File: config.mk
export PLATFORM = sky130hd
export DESIGN_NAME = arinc429_tx
export DESIGN_NICKNAME = d
export VERILOG_FILES = /design/src/rtl/arinc429_tx.sv
export SDC_FILE = /design/constraint.sdc
export NUM_CORES = 1
export LEC_CHECK = 0
export BUFFER_PORTS_ARGS = -buffer_cell sky130_fd_sc_hd__buf_2
export CAP_MARGIN = 20
export CORE_MARGIN = 5
export CORE_UTILIZATION = 56
export CTS_BUF_LIST = sky130_fd_sc_hd__clkbuf_16
export DETAILED_ROUTE_END_ITERATION = 8
export PLACE_DENSITY = 0.76
export SLEW_MARGIN = 15
export SYNTH_ARGS = -nofsm -noshare
export SYNTH_HDL_FRONTEND = slang
export SYNTH_SLANG_ARGS = --single-unit
File: constraint.sdc
create_clock -name clock -period 4.5 [get_ports clock]
set_input_delay 0.675 -clock clock [delete_from_list [all_inputs] [get_ports clock]]
set_output_delay 0.675 -clock clock [all_outputs]
set_load 0.005 [all_outputs]
File: src/rtl/arinc429_tx.sv
// rtl/arinc429_tx.sv - ARINC 429 RZ bipolar transmitter with word FIFO
module arinc429_tx #(
    parameter int CLK_PER_BIT = 4,
    parameter int GAP_BITS    = 4,
    parameter int FIFO_DEPTH  = 8,
    parameter int PARITY_EN   = 1
) (
    input  logic        clock,
    input  logic        reset,
    input  logic [31:0] wr_data,
    input  logic        wr_en,
    input  logic        ovf_clr,
    output logic        line_A,
    output logic        line_B,
    output logic        busy,
    output logic        fifo_full,
    output logic        fifo_empty,
    output logic        tx_done,
    output logic        overflow
);

    localparam int HALF     = CLK_PER_BIT / 2;
    localparam int CW       = (HALF > 1) ? $clog2(HALF) : 1;
    localparam int GAP_CLKS = GAP_BITS * CLK_PER_BIT;
    localparam int GW       = (GAP_CLKS > 1) ? $clog2(GAP_CLKS) : 1;
    localparam int AW       = (FIFO_DEPTH > 1) ? $clog2(FIFO_DEPTH) : 1;

    localparam logic [CW-1:0] HALF_LAST = CW'(HALF - 1);
    localparam logic [GW-1:0] GAP_LAST  = GW'(GAP_CLKS - 1);

    localparam logic [1:0] ST_IDLE     = 2'd0;
    localparam logic [1:0] ST_BIT_HI   = 2'd1;
    localparam logic [1:0] ST_BIT_NULL = 2'd2;
    localparam logic [1:0] ST_GAP      = 2'd3;

    logic [31:0]   mem [FIFO_DEPTH];
    logic [AW-1:0] wr_ptr;
    logic [AW-1:0] rd_ptr;
    logic [AW:0]   count;

    logic [1:0]    state;
    logic [31:0]   shreg;
    logic [4:0]    bit_cnt;
    logic [CW-1:0] cell_cnt;
    logic [GW-1:0] gap_cnt;

    logic          cell_last;
    logic          gap_last;
    logic          pop;
    logic          push;
    logic [31:0]   head;
    logic [31:0]   ld_word;

    function automatic logic [AW-1:0] ptr_inc(input logic [AW-1:0] p);
        return (p == AW'(FIFO_DEPTH - 1)) ? '0 : p + 1'b1;
    endfunction

    assign fifo_empty = (count == '0);
    assign fifo_full  = (count == (AW+1)'(FIFO_DEPTH));
    assign busy       = (state != ST_IDLE);

    assign cell_last = (cell_cnt == HALF_LAST);
    assign gap_last  = (gap_cnt == GAP_LAST);

    // A word is popped only when the line is free: from idle, or on the final gap clock.
    assign pop  = ((state == ST_IDLE) || ((state == ST_GAP) && gap_last)) && !fifo_empty;
    assign push = wr_en && (!fifo_full || pop);

    assign head    = mem[rd_ptr];
    assign ld_word = (PARITY_EN != 0) ? {~^head[30:0], head[30:0]} : head;

    // FIFO storage; contents need no reset because the pointers define validity.
    always_ff @(posedge clock) begin
        if (push) begin
            mem[wr_ptr] <= wr_data;
        end
    end

    // FIFO pointers, occupancy and sticky overflow (a new drop beats a clear).
    always_ff @(posedge clock or posedge reset) begin
        if (reset) begin
            wr_ptr   <= '0;
            rd_ptr   <= '0;
            count    <= '0;
            overflow <= 1'b0;
        end else begin
            if (push) begin
                wr_ptr <= ptr_inc(wr_ptr);
            end
            if (pop) begin
                rd_ptr <= ptr_inc(rd_ptr);
            end
            case ({push, pop})
                2'b10:   count <= count + 1'b1;
                2'b01:   count <= count - 1'b1;
                default: ;
            endcase
            if (wr_en && fifo_full && !pop) begin
                overflow <= 1'b1;
            end else if (ovf_clr) begin
                overflow <= 1'b0;
            end
        end
    end

    // Serialiser FSM: half cell driven, half cell null, then the inter-word gap.
    always_ff @(posedge clock or posedge reset) begin
        if (reset) begin
            state    <= ST_IDLE;
            shreg    <= '0;
            bit_cnt  <= '0;
            cell_cnt <= '0;
            gap_cnt  <= '0;
            line_A   <= 1'b0;
            line_B   <= 1'b0;
            tx_done  <= 1'b0;
        end else begin
            tx_done <= 1'b0;
            if (pop) begin
                shreg    <= ld_word;
                bit_cnt  <= '0;
                cell_cnt <= '0;
                state    <= ST_BIT_HI;
                line_A   <= ld_word[0];
                line_B   <= ~ld_word[0];
            end else begin
                case (state)
                    ST_BIT_HI: begin
                        if (cell_last) begin
                            cell_cnt <= '0;
                            state    <= ST_BIT_NULL;
                            line_A   <= 1'b0;
                            line_B   <= 1'b0;
                        end else begin
                            cell_cnt <= cell_cnt + 1'b1;
                        end
                    end
                    ST_BIT_NULL: begin
                        if (cell_last) begin
                            cell_cnt <= '0;
                            if (bit_cnt != 5'd31) begin
                                bit_cnt <= bit_cnt + 1'b1;
                                shreg   <= {1'b0, shreg[31:1]};
                                state   <= ST_BIT_HI;
                                line_A  <= shreg[1];
                                line_B  <= ~shreg[1];
                            end else begin
                                gap_cnt <= '0;
                                state   <= ST_GAP;
                                tx_done <= 1'b1;
                            end
                        end else begin
                            cell_cnt <= cell_cnt + 1'b1;
                        end
                    end
                    ST_GAP: begin
                        if (gap_last) begin
                            state <= ST_IDLE;
                        end else begin
                            gap_cnt <= gap_cnt + 1'b1;
                        end
                    end
                    default: state <= ST_IDLE;
                endcase
            end
        end
    end

endmodule

==> summary.txt, run 1 <==
Synthesis
  • Post-synth top cells: edfxtp_1 (248), nand2_1 (146), mux2i_1 (63)
  • Seq/Total Area, Yosys: a little over 70%
  • Post-synthesis xor/xnor area fraction: 2.75%
  • Synth warnings: 0
  • Synthesized-area fraction occupied by adder cells: roughly 1.2%
  • Mux contribution to synthesized area: roughly 11%
  • Yosys top cell by area: edfxtp_1
  • Area share of the largest cell type after synthesis: around three fifths
  • Synth area leaders: edfxtp_1 (59%), dfrtp_1 (11%), mux2i_1 (5.0%)
  • Syn_area_per_cell: 15.5 um^2
  • Post-synthesis simple-gate area fraction: about 6.4%
  • Mapped Cells: around 810
  • Ys async rst share: between 10% and 20%
  • Post-Syn Area: between 10,000 and 15,000 um^2
  • Netlist cell types: 40
  • Main combinational cell family by area after synthesis: multiplexers
  • Synth Area in Compound Gates: under 10%
  • #FFs+latches synth: 305
  • Post-synth EDFFs: around 250
  • Synth Flop Type: edfxtp_1
  • Synth Net Count: roughly 860
  • Most frequent cell after synthesis: edfxtp_1

Routing
  • Remaining DRCs: 0
  • WL met2: around 12,000 um
  • Top sig layer: met4
  • First drt pass iteration count: 6
  • Routed WL: about 24,000 um
  • Vias per std cell: 5.90
  • DRT met1 WL: about 10,000 um
  • Routed wire per std cell: roughly 21 um
  • Drt first-iter violations: 633
  • Routed Antenna Nets: 0
  • Vias: roughly 7,000
  • Metal3 WL: around 1400 um

Critical path
  • CP top delay family: XOR/XNOR gates
  • Worst Path Required: 4.93 ns
  • Critical path type: reg -> reg
  • Worst-path maximum fanout: 46
  • Crit path DAT: around 3.7 ns
  • Crit path buffers/inverters: 1
  • Critical Path Max Stage Delay: ~0.73 ns
  • Critical path endpoint category: register
  • Crit-path cells: buf_12 > mux4_1 > a21oi_1 > xnor2_1 > xnor2_1 > xnor3_1 > xnor3_1 > o21ai_1
  • Slowest cell on crit path: dfrtp_4
  • Crit start category: register

Clocking
  • CTS max path bufs: 3
  • Num CTS Buffers: 30
  • Clk slew on worst S/H paths: roughly 0.07 ns
  • Setup bufs post-CTS: 0
  • H-Tree Level Count: 1
  • Clock Sinks: between 300 and 400
  • Clock Latency Late Sink: between 0.5 and 0.6 ns
  • Post-CTS sizing: 0
  • CTS Hold Bufs: 0
  • CTS tree: yes
  • Clock root cell: clkbuf_16

Floorplanning
  • IO Count: 43
  • Initial Util: 57.2%
  • Core box area: ~22,000 um^2
  • Cell row count: 54
  • Die area: about 25,000 um^2
  • Vert. Die Dim: around 160 um
  • Die Wd: around 160 um

STA
  • Slew Limit Fails: 0
  • Tcrit/Tclk final: just over 70%
  • Worst setup slack after layout: about 1.2 ns
  • Fmax achieved: around 0.31 GHz
  • Worst Max-Slew Pin Slew: approximately 0.94 ns
  • RSZ-0062 raised after global routing: no
  • Final hold vios: 0
  • Final min period: around 3.3 ns
  • Relative slew slack: between 30% and 40%
  • Final setup viols: 0
  • TNS Setup: 0 ns
  • Clock Skews: ~0.032 ns

Power and ir drop
  • P_sw: around 0.0032 W
  • Power per cell area: 713 nW/um^2
  • Clock share of power: 24.1%
  • Seq pwr share: between 30 and 40%
  • Internal power: 0.00679 W
  • Final Power: 0.0100 W
  • Pleak: ~5.2 nW
  • Sw Ratio: about a third
  • Gate power share: 36.8%
  • VDD IR max: about 0.00064 V

Global route
  • Overflow after GRT: 0
  • Overall Global Routing Usage: approximately 19%
  • Largest net degree at the start of global routing: 68
  • First-pass GRT wire length: a little under 40,000 um
  • Vias in the first global route: between 7,000 and 8,000
  • Initial antenna violation count: 0

Finish
  • Antenna Diode Count: 0
  • Share of cells above drive strength 1: between 15 and 20%
  • Design area: roughly 14,000 um^2
  • Area Growth Syn to Fin: 12.1%
  • Fill cells: 1,551
  • Nets: 911

Placed design
  • Post-DP HPWL: about 14,000 um
  • Post-place setup slack: ~1.2 ns
  • I/O Buffers: 41
  • GPL Wtd Cong: around 0.77
  • Area after DPL: between 10,000 and 15,000 um^2

Min path
  • Hold WC Path Type: in -> async

Outcome
  • Status: complete, no violations

Flow run
  • Max cap viols: 0
[layer usage]
| layer | vias up | track usage (%) |
|---|---|---|
| met2 | 236 | 31.8 |
| met5 | - | 0 |
| met4 | 0 | 4.58 |
| met3 | 34 | 3.08 |
| li1 | 3149 | - |
| met1 | 3468 | 27.3 |
[final cells by class]
cell class	instances	area (um^2)	share of cell area, %
tap	280	350	2.50
timing repair buffer	64	390	2.78
inverter	9	33.8	0.241
sequential	305	8880	63.3
clock inverter	26	219	1.56
clock buffer	30	751	5.35
multi-input combinational	453	3410	24.3
[sequential cells by signal, indices dropped and copies added, names as in the netlist]
signal and count:
count 4, cell_cnt 1, state 2, gap_cnt 4
line_B 1, mem 248, bit_cnt 5, shreg 31
wr_ptr 3, line_A 1, overflow 1, tx_done 1
rd_ptr 3
[cell usage in the layout (no fill, tap or decap), types with 3 or more instances in the layout]
master | netlist | layout
edfxtp_1 | 248 | 248
nand2_1 | 146 | 146
mux2i_1 | 63 | 63
dfrtp_1 | 57 | 56
a21oi_1 | 41 | 41
buf_2 | 9 | 41
o21ai_0 | 38 | 38
o22ai_1 | 30 | 30
clkbuf_16 | 0 | 30
xnor2_1 | 24 | 24
mux4_2 | 23 | 23
buf_4 | 6 | 22
inv_1 | 9 | 16
ha_1 | 12 | 12
nor2_1 | 15 | 11
mux4_1 | 9 | 9
nand3_1 | 7 | 7
clkinv_2 | 0 | 7
clkinv_1 | 0 | 6
nand2b_1 | 5 | 5
xor2_1 | 5 | 5
nor3_2 | 0 | 4
xnor3_1 | 4 | 4
or2_2 | 3 | 3
mux2_2 | 3 | 3
nor2_4 | 0 | 3
bufinv_16 | 0 | 3
[cells by family after synthesis]
family / count (synthesis)
buffers and inverters: 50
DFF: 305
and+or+nand+nor: 193
muxes: 98
AOI/OAI and AO/OA: 117
adders and majority gates: 12
xor gates and xnor gates: 33
[metrics by stage]
step	utilization, %	instances	hold WS [ns]
after floorplan	-	808	0.475
after global placement	59.7	1111	0.495
after detailed placement	59.7	1111	0.518
after CTS	64.1	1167	0.0708
after global routing	64.1	1167	0.0888
final	64.1	1167	0.0751
[final timing paths]
path,end,cells after the start,slack [ns],startpoint
worst min-delay path,gap_cnt[2],2,0.08,reset
worst max register to register,shreg[31],8,1.24,rd_ptr[0]
worst max-delay path,shreg[31],8,1.24,rd_ptr[0]
worst min register to register,overflow,2,0.53,overflow
max in group asynchronous,rd_ptr[0],3,3.51,reset
min in group clock,overflow,2,0.32,ovf_clr
[power groups by stage]
stage | Clock, W | Sequential (W) | Combinational, W
after global routing | 0.00260 | 0.00396 | 0.00405
final | 0.00241 | 0.00391 | 0.00368
after floorplan | 0 | 0.00384 | 0.00301
after CTS | 0.00247 | 0.00391 | 0.00372
after detailed placement | 0 | 0.00396 | 0.00369
after global placement | 0 | 0.00393 | 0.00361
(Power assumes the default switching activity.)
==> run 2: changes to the inputs <==
- clock period: 4.5 -> 2.9 ns (I/O delays scaled with it)
==> summary.txt, run 2 (synthesis results as in run 1) <==
STA
  • Relative slew slack: ~52%
  • Fmax achieved: 0.359 GHz
  • TNS Setup: 0 ns
  • Worst setup slack after layout: around 0.12 ns
  • RSZ-0062 raised after global routing: no
  • Tcrit/Tclk final: between 90% and 100%
  • Worst Max-Slew Pin Slew: between 0.7 and 0.8 ns
  • Slew Limit Fails: 0
  • Final setup viols: 0
  • Final hold vios: 0
  • Clock Skews: 0.00632 ns
  • Final min period: 2.78 ns

Critical path
  • Crit start category: register
  • Reg2Reg Setup Slack: about 0.12 ns
  • Slowest cell on crit path: mux4_2
  • Critical Path Max Stage Delay: between 0.5 and 0.6 ns
  • FF-to-FF End: shreg[31]
  • Worst Path Required: 3.36 ns
  • Worst reg2reg path depth: 8
  • Worst-path maximum fanout: 19
  • Critical path type: reg -> reg
  • Crit-path cells: buf_16 > mux4_2 > a21oi_1 > xnor2_1 > xnor2_1 > xnor2_1 > xnor3_1 > o21ai_1
  • Critical path endpoint category: register
  • Critical Path Most Common Cell: xnor2_1
  • Crit path DAT: 3.25 ns
  • Worst R2R Start: rd_ptr[0]

Floorplanning
  • IO Count: 43
  • Initial Util: a little under three fifths
  • Die Wd: around 160 um
  • Die area: around 25,000 um^2
  • Vert. Die Dim: between 150 and 200 um
  • Cell row count: 54
  • Core box area: between 20,000 and 25,000 um^2

Power and ir drop
  • Pleak: between 5 and 6 nW
  • Seq pwr share: a little under two fifths
  • VDD IR max: around 0.00093 V
  • Power per cell area: ~1100 nW/um^2
  • Final Power: between 0.015 and 0.02 W
  • Sw Ratio: roughly a third
  • P_sw: 0.00513 W
  • Clock share of power: 23.0%
  • Gate power share: between 30% and 40%
  • Internal power: ~0.011 W

Global route
  • Overall Global Routing Usage: 19.4%
  • First-pass GRT wire length: a little under 40,000 um
  • Largest net degree at the start of global routing: 68
  • Vias in the first global route: about 7,000
  • Overflow after GRT: 0
  • Initial antenna violation count: 1

Finish
  • Most frequent cells in the layout: edfxtp_1 (248), nand2_1 (146), mux2i_1 (63)
  • Largest register by flop count: mem
  • Share of cells above drive strength 1: a little under a fifth
  • Max FFs per register: about 250
  • Most common cell after layout, fill and taps aside: edfxtp_1
  • Largest registers: mem: 248 flops, shreg: 31 flops, bit_cnt: 5 flops
  • Design area: between 10,000 and 15,000 um^2
  • Nets: between 900 and 1,000
  • Area Growth Syn to Fin: 14.3%

Min path
  • Hold WC Path Type: in -> async

Placed design
  • Area after DPL: ~13,000 um^2
  • I/O Buffers: between 40 and 50
  • GPL Wtd Cong: slightly below 0.8
  • Post-DP HPWL: between 10,000 and 15,000 um
  • Post-place setup slack: roughly 0.076 ns

Routing
  • Vias per std cell: 5.93
  • Remaining DRCs: 0
  • Routed WL: 25,000 um
  • Routed Antenna Nets: 0
  • Routed wire per std cell: 21.2 um
  • First drt pass iteration count: 5
  • Vias: 7,020
  • Drt first-iter violations: approximately 670

Clocking
  • Clk slew on worst S/H paths: roughly 0.06 ns
  • CTS Hold Bufs: 0
  • Clock Sinks: 305
  • H-Tree Level Count: 1
  • CTS tree: yes
  • Num CTS Buffers: 30
  • Clock root cell: clkbuf_16
  • CTS max path bufs: 3
  • Clock Latency Late Sink: 0.54 ns

Flow run
  • Max cap viols: 0

Outcome
  • Status: complete, no violations
run 2: per-stage QoR:
step	cells	util [%]	hold slack [ns]
floorplan	808	-	0.475
global placement	1123	60.5	0.496
detailed placement	1124	60.6	0.516
global route	1183	65.4	0.0563
CTS	1179	64.9	0.0208
finish	1183	65.4	0.00314
run 2: power groups by stage:
stage	Sequential (W)	Clock (W)	Combinational (W)
2_1_floorplan	0.00596	0	0.00468
3_3_place_gp	0.00604	0	0.00587
3_5_place_dp	0.00608	0	0.00603
4_1_cts	0.00600	0.00372	0.00610
5_1_grt	0.00609	0.00392	0.00675
6_report	0.00602	0.00366	0.00624
run 2: how the worst max path moves through the flow:
| stage | startpoint | endpoint | slack, ns | cells past startpoint |
|---|---|---|---|---|
| 3_5_place_dp | rd_ptr[0] | shreg[31] | 0.08 | 8 |
| 2_1_floorplan | gap_cnt[0] | mem[2][0] | -0.90 | 6 |
| 5_1_grt | rd_ptr[0] | shreg[31] | 0.006 | 10 |
| 6_report | rd_ptr[0] | shreg[31] | 0.12 | 8 |
| 4_1_cts | rd_ptr[0] | shreg[31] | 0.04 | 8 |
| 3_3_place_gp | rd_ptr[0] | shreg[31] | 0.13 | 8 |
run 2: what timing repair did:
item / CTS / global route
endpoints found under the setup margin: 0 / 1
buffers inserted: 0 / 1
gates resized for setup: 0 / 11
run 2: area by class of cell:
cell class | instances | area, um^2
multi-input combinational | 453 | 3450
tap | 280 | 350
inverter | 9 | 33.8
sequential | 305 | 8880
fill | 1517 | 7580
clock inverter | 24 | 160
timing repair buffer | 80 | 657
antenna | 1 | 2.50
clock buffer | 31 | 776
run 2: routing by layer:
metal	track usage [%]	vias to the layer above	routed length (um)
met5	0	-	0
met4	4.15	0	340
met3	3.13	33	1470
met2	31.5	211	12400
met1	28.3	3594	10900
li1	-	3182	-
run 2: critical path, delay by kind of cell, from the launching register on:
kind | cells | cell delay [ns]
xor+xnor | 4 | 1.02
mux | 1 | 0.51
flops | 1 | 0.50
compound gates | 2 | 0.46
buf+inv | 1 | 0.21
==> run 3: changes to the inputs <==
- ABC_AREA: default -> 1
- CTS_CLUSTER_DIAMETER: default -> 60
==> summary.txt, run 3 <==
Outcome
  • Status: complete, no violations

Critical path
  • Slowest cell on crit path: dfrtp_4
  • Worst R2R Start: rd_ptr[0]
  • Crit path buffers/inverters: 2
  • Worst setup startpoint: rd_ptr[0]
  • Critical path endpoint category: register
  • Critical path type: reg -> reg
  • Crit start category: register
  • Crit-path cells: buf_12 > nand2_1 > nand3_1 > nand2_1 > nand2_1 > nand2_1 > nand2_1 > nand2_2 > inv_2 > nand2_1 > nand2_1 > nand2_1 > nand2_1 > nand2_1 > nand2_1 > nand2_1 > nand3_1 > nand2_1
  • Critical Path Most Common Cell: nand2_1
  • Worst reg2reg path depth: 18
  • Worst Path Required: 3.30 ns
  • Crit path DAT: approximately 3 ns
  • WP depth: 18
  • Worst-path maximum fanout: ~120
  • CP top delay family: simple AND/OR/NAND/NOR gates
  • Critical Path Max Stage Delay: approximately 0.57 ns

Synthesis
  • Yosys top cell by area: edfxtp_1
  • Netlist cell types: 30
  • Ys async rst share: a little under a fifth
  • Synth warnings: 0
  • Post-Syn Area: about 15,000 um^2
  • Seq/Total Area, Yosys: around three fifths
  • Post-synth top cells: nand2_1 (646), edfxtp_1 (248), inv_1 (226)
  • Syn_area_per_cell: approximately 8.9 um^2
  • #FFs+latches synth: 305
  • Synth Net Count: approximately 1,700
  • Synth Flop Type: edfxtp_1
  • Area share of the largest cell type after synthesis: ~51%
  • Most frequent cell after synthesis: nand2_1
  • Post-synth EDFFs: 248
  • Synth area leaders: edfxtp_1 (51%), nand2_1 (17%), dfrtp_1 (9.8%)
  • Mapped Cells: 1,642

Routing
  • Drt first-iter violations: 903
  • Vias: ~11,000
  • Routed WL: approximately 32,000 um
  • Routed Antenna Nets: 0
  • Routed wire per std cell: ~16 um
  • Remaining DRCs: 0
  • Vias per std cell: 5.24
  • First drt pass iteration count: 6

Finish
  • Design area: between 15,000 and 20,000 um^2
  • Area Growth Syn to Fin: 11.6%
  • Largest registers: mem: 248 flops, shreg: 31 flops, bit_cnt: 5 flops
  • Most frequent cells in the layout: nand2_1 (646), edfxtp_1 (248), inv_1 (234)
  • Antenna Diode Count: 0
  • Max FFs per register: 248
  • Post-layout util: 63.0%
  • Fill cells: roughly 2,100
  • Share of cells above drive strength 1: between 8 and 9%
  • Largest register by flop count: mem
  • Nets: between 1,500 and 2,000
  • Most common cell after layout, fill and taps aside: nand2_1

Power and ir drop
  • P_sw: between 0.007 and 0.008 W
  • Gate power share: ~45%
  • Pleak: 7.53 nW
  • Clock share of power: between 20 and 25%
  • VDD IR max: around 0.00088 V
  • Seq pwr share: approximately a third
  • Power per cell area: between 1000 and 1500 nW/um^2
  • Final Power: roughly 0.018 W
  • Internal power: 0.0105 W
  • Sw Ratio: a little over two fifths

Floorplanning
  • Cell row count: 59
  • Die area: 29,400 um^2
  • Core box area: approximately 26,000 um^2
  • Die Wd: between 150 and 200 um
  • Vert. Die Dim: ~170 um
  • IO Count: 43
  • Initial Util: a little under three fifths

Global route
  • Overflow after GRT: 0
  • First-pass GRT wire length: 51,600 um
  • Vias in the first global route: between 10,000 and 15,000
  • Overall Global Routing Usage: 22.1%
  • Largest net degree at the start of global routing: roughly 120
  • Initial antenna violation count: 1

Placed design
  • Post-place setup slack: between 0.4 and 0.5 ns
  • I/O Buffers: just over 40
  • GPL Wtd Cong: 0.823
  • Post-DP HPWL: approximately 19,000 um
  • Area after DPL: 15,200 um^2

STA
  • Worst Max-Slew Pin Slew: 0.856 ns
  • Worst setup slack after layout: about 0.34 ns
  • Slew Limit Fails: 0
  • RSZ-0062 raised after global routing: no
  • Final setup viols: 0
  • Final min period: 2.56 ns
  • Fmax achieved: 0.391 GHz
  • Final hold vios: 0
  • Relative slew slack: a little over two fifths
  • Tcrit/Tclk final: 88.2%
  • Clock Skews: around 0.015 ns

Clocking
  • H-Tree Level Count: 2
  • Num CTS Buffers: 34
  • Clk slew on worst S/H paths: 0.06 ns
  • Post-CTS sizing: 0
  • CTS tree: yes
  • Clock Sinks: 305
  • Clock Latency Late Sink: around 0.52 ns
  • Setup bufs post-CTS: 0
  • CTS max path bufs: 3
  • Clock root cell: clkbuf_16
  • CTS Hold Bufs: 0

Flow run
  • Max cap viols: 0

Min path
  • Hold WC Path Type: in -> async
run 3: final cells by class:
type	instances	area, um^2	area share (%)
clock inverter	28	221	1.36
sequential	305	8880	54.6
clock buffer	34	851	5.23
tap	335	419	2.58
timing repair buffer	70	548	3.37
inverter	237	891	5.48
multi-input combinational	1032	4460	27.4
run 3: layer usage:
| layer | up-vias | track usage [%] | wire [um] |
|---|---|---|---|
| li1 | 5300 | - | - |
| met1 | 5011 | 29.4 | 13400 |
| met2 | 313 | 37.8 | 15500 |
| met3 | 62 | 3.59 | 2070 |
| met4 | 2 | 6.72 | 754 |
| met5 | - | 0 | 13 |
run 3: final timing paths:
check,to,slack [ns]
max in group asynchronous,shreg[5],2.11
hold / removal,overflow,0.11
hold reg to reg,bit_cnt[4],0.49
setup reg to reg,shreg[31],0.34
setup / recovery,shreg[31],0.34
min in group clock,overflow,0.13
run 3: cells by family after synthesis:
group	count (synthesis)	share of synthesized area, %
AOI/OAI and AO/OA	103	3.65
xor gates and xnor gates	3	0.180
adders and majority gates	12	1.03
buffers and inverters	305	8.94
DFF	305	60.9
and+or+nand+nor	914	25.3
run 3: power by group through the flow:
stage          combinational [W]  clock [W]  sequential, W
2_1_floorplan            0.00617          0        0.00597
3_3_place_gp             0.00782          0        0.00610
3_5_place_dp             0.00804          0        0.00613
4_1_cts                  0.00811    0.00416        0.00605
5_1_grt                  0.00925    0.00436        0.00613
6_report                 0.00814    0.00409        0.00606
run 3: stage by stage:
step	TNS, ns	cells	hold slack [ns]
after floorplan	-24.37	1642	0.449
after global placement	0	1979	0.469
after detailed placement	0	1979	0.473
after CTS	0	2041	0.120
after global routing	0	2041	0.168
final	0	2041	0.105
